<file path="src/rtl/imem_fetch_sequencer.sv">
// imem_fetch_sequencer: sequences instruction-memory reads and hands words to decode over valid/ready
module imem_fetch_sequencer #(
    parameter int unsigned  RD_LATENCY = 2,
    parameter logic [63:0]  PC_LIMIT   = 64'h060,
    parameter int unsigned  CNT_W      = 4
) (
    input  logic        CLK,
    input  logic        Reset,
    input  logic        Start,
    input  logic [63:0] StartPC,
    output logic [63:0] ImemAddress,
    input  logic [31:0] ImemData,
    output logic [31:0] Instr,
    output logic [63:0] InstrPC,
    output logic        InstrValid,
    input  logic        InstrReady,
    input  logic        RedirectValid,
    input  logic [63:0] RedirectPC,
    output logic        Halted,
    output logic        Busy
);
    typedef enum logic [1:0] {IDLE, WAIT, OUT, HALT} state_t;
    localparam logic [CNT_W-1:0] LAT = CNT_W'(RD_LATENCY);
    state_t           state;
    logic [63:0]      pc;
    logic [CNT_W-1:0] cnt;
    logic             redirect_hit;
    logic             start_hit;
    logic             handshake;
    logic             load;
    logic             load_halt;
    logic [63:0]      load_src;
    assign ImemAddress = pc;
    // a new fetch address comes from a redirect, a start, or the handshake of the current word (in that priority)
    always_comb begin
        redirect_hit = RedirectValid && state != IDLE;
        start_hit    = Start && (state == IDLE || state == HALT);
        handshake    = state == OUT && InstrValid && InstrReady;
        load         = redirect_hit || start_hit || handshake;
        load_src     = redirect_hit ? RedirectPC : start_hit ? StartPC : pc + 64'd4;
        load_halt    = load_src >= PC_LIMIT;
    end
    // sequencer state: reload restarts the latency count, WAIT counts down and captures the memory word
    always_ff @(posedge CLK or posedge Reset) begin
        if (Reset) begin
            state      <= IDLE;
            pc         <= '0;
            cnt        <= '0;
            Instr      <= '0;
            InstrPC    <= '0;
            InstrValid <= 1'b0;
            Halted     <= 1'b0;
            Busy       <= 1'b0;
        end else if (load) begin
            pc         <= {load_src[63:2], 2'b00};
            cnt        <= LAT;
            InstrValid <= 1'b0;
            Halted     <= load_halt;
            Busy       <= !load_halt;
            state      <= load_halt ? HALT : WAIT;
        end else if (state == WAIT) begin
            cnt <= cnt - CNT_W'(1);
            if (cnt == CNT_W'(1)) begin
                Instr      <= ImemData;
                InstrPC    <= pc;
                InstrValid <= 1'b1;
                state      <= OUT;
            end
        end
    end
endmodule
</file>
<file path="config.mk">
export PLATFORM = sky130hd
export DESIGN_NAME = imem_fetch_sequencer
export DESIGN_NICKNAME = d
export VERILOG_FILES = /design/src/rtl/imem_fetch_sequencer.sv
export SDC_FILE = /design/constraint.sdc
export NUM_CORES = 1
export LEC_CHECK = 0
export ABC_AREA = 1
export CORE_UTILIZATION = 30
export DETAILED_ROUTE_END_ITERATION = 7
export PLACE_DENSITY_LB_ADDON = 0.3
export SLEW_MARGIN = 20
export SYNTH_ARGS = -nofsm -noshare
export SYNTH_HDL_FRONTEND = slang
export SYNTH_SLANG_ARGS = --single-unit
</file>
<file path="constraint.sdc">
create_clock -name CLK -period 5.4 [get_ports CLK]
set_input_delay 1.08 -clock CLK [delete_from_list [all_inputs] [get_ports CLK]]
set_output_delay 1.08 -clock CLK [all_outputs]
set_load 0.05 [all_outputs]
</file>
==> reports/metrics.cfg <==
[clock_network]
numCtsBuffers = 17
cts_setup_buffers = 0
clk_latency_ns = 0.44
cts.clk_slew.worst_paths_ns = 0.07
ctsHoldBuffers = 0
clock_path_buffers = 2
cts_tree = yes
clock_sinks = 165
root_buffer = clkbuf_16
cts_resized = 0
htreeDepth = 4

[run]
cap_violations = 0

[route]
dr.pass1.iters = 6
vias_per_cell = 4.882
wire_per_inst_um = 18.38
wirelength_um = 39790
vias = 10570
drtAntennaViolNets = 0
drc = 0
drt_iter0_markers = 825

[worst_setup_path]
rr_worst_depth = 10
r2r-start = state[1]
endpoint_kind = register
rr_endpoint = Instr[11]
worstPathMaxFanout = 77
critPathLaunchType = input port
crit_start = Start
crit_end = Instr[11]
cp.arrival_ns = 4.10
worstSetupPathType = input port to register
r2r_slack_ns = 1.96
cp.required_ns = 5.72

[sta]
slew_headroom = 0.3730
setup_viol = 0
grt_setup_unrepaired = false
final.period_utilization = 0.6995
skew_ns = 0.01421
fmax_ghz = 0.2647
final-hold-violation-count = 0
min_period_ns = 3.778
whs_ns = 0.4848
maxSlewViolCount = 0
fin_setup_tns_ns = 0
worstMarginPinSlew_ns = 0.9405

[pwr]
power.density_mw_per_mm2 = 247.3
vdd_drop_max_mv = 0.2183
power.leakage_nw = 6.170

[yosys]
yosys_warnings = 0
syn_area_mm2 = 0.009863
avgSynthCellArea_um2 = 6.970
ys_types = 39
synth_cells = 1415
ys_seq_elements = 165
yosysSeqAreaShare = 0.4186

[final_layout]
antenna_cells = 0
fillerInstances = 3356
drive_gt1_frac = 0.07023
multi_input_area_mm2 = 0.005100
fin_nets = 1881
final_common_cell = nand2_1
syn2layout_area_growth_pct = 42.78
regArea_mm2 = 0.004129
final_cell_mix = 437 x nand2_1, 319 x clkdlybuf4s50_1, 234 x nor2_1

[hold_path]
min_from = InstrPC[29]
hold_class = register to register

[global_route]
met1_usage = 0.3173
grt_max_degree = 166
track_usage = 0.2379
groute.layer.met2.usage = 0.3871
antenna_found_initial = 0
grt_pass1_vias = 10163
top_usage_layer = met2
grt_overflow_total = 0
grt_pass1_wl_um = 59600
grtUsageMet3 = 0.04369

[die]
io_pins = 328
start_util = 0.3039
core_area_mm2 = 0.03245
die_x_um = 183.3
die_y_um = 183.3
rows = 66
dieArea_mm2 = 0.03361

[place]
dpl.hpwl_um = 30770
port_buffers = 319
gp_congestion = 0.9234

[run_status]
status = finished, final reports clean

[power by group]
part	switching (mW)	internal, mW
Sequential	0.113	1.29
Combinational	0.558	0.311
Clock	0.569	0.640
[Yosys cell counts]
master      n  area, µm²
a211oi_1    1      7.510
a21boi_0    3      22.52
a21boi_1    3      22.52
a21oi_1    14      70.07
a22oi_1    11      82.58
a31o_2      1      8.760
a31oi_1     7      43.79
and2_0      1      6.260
and2_1      1      6.260
buf_1      15      56.30
buf_2      14      70.07
buf_4       4      30.03
clkbuf_1   26      97.59
conb_1      1      3.750
dfrtp_1   165       4129
ha_1        6      75.07
inv_1     104      390.4
inv_2       5      18.77
mux2_2     35      394.1
nand2_1   438       1644
nand2_2     6      37.54
nand2_4     1      11.26
nand3_1   105      525.5
nand3_2     2      20.02
nand3b_1    1      7.510
nand4_1    28      175.2
nor2_1    234      878.3
nor2_2     10      62.56
nor2_4      7      78.83
nor2_8      2      40.04
nor3_1      7      35.03
nor3_2      1      10.01
o211ai_1    3      22.52
o21ai_0   134      670.6
o21ai_1    12      60.06
o22ai_1     1      6.260
or2_2       4      25.02
xnor2_1     1      8.760
xor2_1      1      8.760
[logic make-up (layout without fill, tap and decap cells)]
group / count (synthesis) / count (layout) / share of synthesized area
AND/OR/NAND/NOR: 848 / 848 / 0.3613
AO/OA/AOI/OAI: 190 / 190 / 0.1031
buffers and inverters: 168 / 473 / 0.06723
flip-flops: 165 / 165 / 0.4186
multiplexers: 35 / 35 / 0.03996
adder cells (fa/ha/maj): 6 / 6 / 0.007611
XOR/XNOR: 2 / 2 / 0.001776
other: 1 / 4 / 0.0003802
[routing by layer]
layer | wire, µm | part of all wire
met5 | 0 | 0
met4 | 1003 | 0.025
met3 | 2729 | 0.069
met2 | 18490 | 0.46
met1 | 17570 | 0.44
[area by class of cell]
cell class              instances  share of cell area
multi-input cells            1085              0.3621
flip-flops and latches        165              0.2932
repair buffers                332              0.2363
well taps                     442             0.03927
clock buffers                  18             0.03048
inverters                     109             0.02941
clock inverters                14            0.009151
[how the worst min path moves through the flow]
stage | end | slack (ns) | depth (start not counted)
floorplan | cnt[0] | 0.47 | 2
global placement | InstrPC[35] | 0.47 | 2
detailed placement | InstrPC[29] | 0.47 | 2
CTS | InstrPC[29] | 0.49 | 2
global route | InstrPC[36] | 0.50 | 2
finish | InstrPC[29] | 0.48 | 2
[critical path, stage by stage]
cell and delay [ns]:
clkdlybuf4s50_1 0.45, inv_1 0.03, nor2_1 0.15, clkinv_2 0.43
nand3_2 0.30, buf_4 0.33, inv_1 0.14, nand2_4 0.08
buf_4 0.59, mux2_2 0.42
[per-stage QoR]
stage                     utilization  cells  setup slack, ns  power, mW  instance area [µm²]
after floorplan                     -   1418            2.221      1.894                 9878
after global placement         0.4167   2133            1.189      2.287                13520
after detailed placement       0.4167   2133            1.178      2.293                13520
after CTS                      0.4339   2165            1.643      3.510                14080
after global routing           0.4339   2165            1.405      3.628                14080
final                          0.4339   2165            1.622      3.483                14080
[sequential cells by signal, indices dropped and copies added (netlist names)]
signal       count
Instr           32
cnt              4
InstrPC         62
Halted           1
ImemAddress     62
InstrValid       1
state            2
Busy             1
No activity file was read; power rests on OpenSTA's default activity.
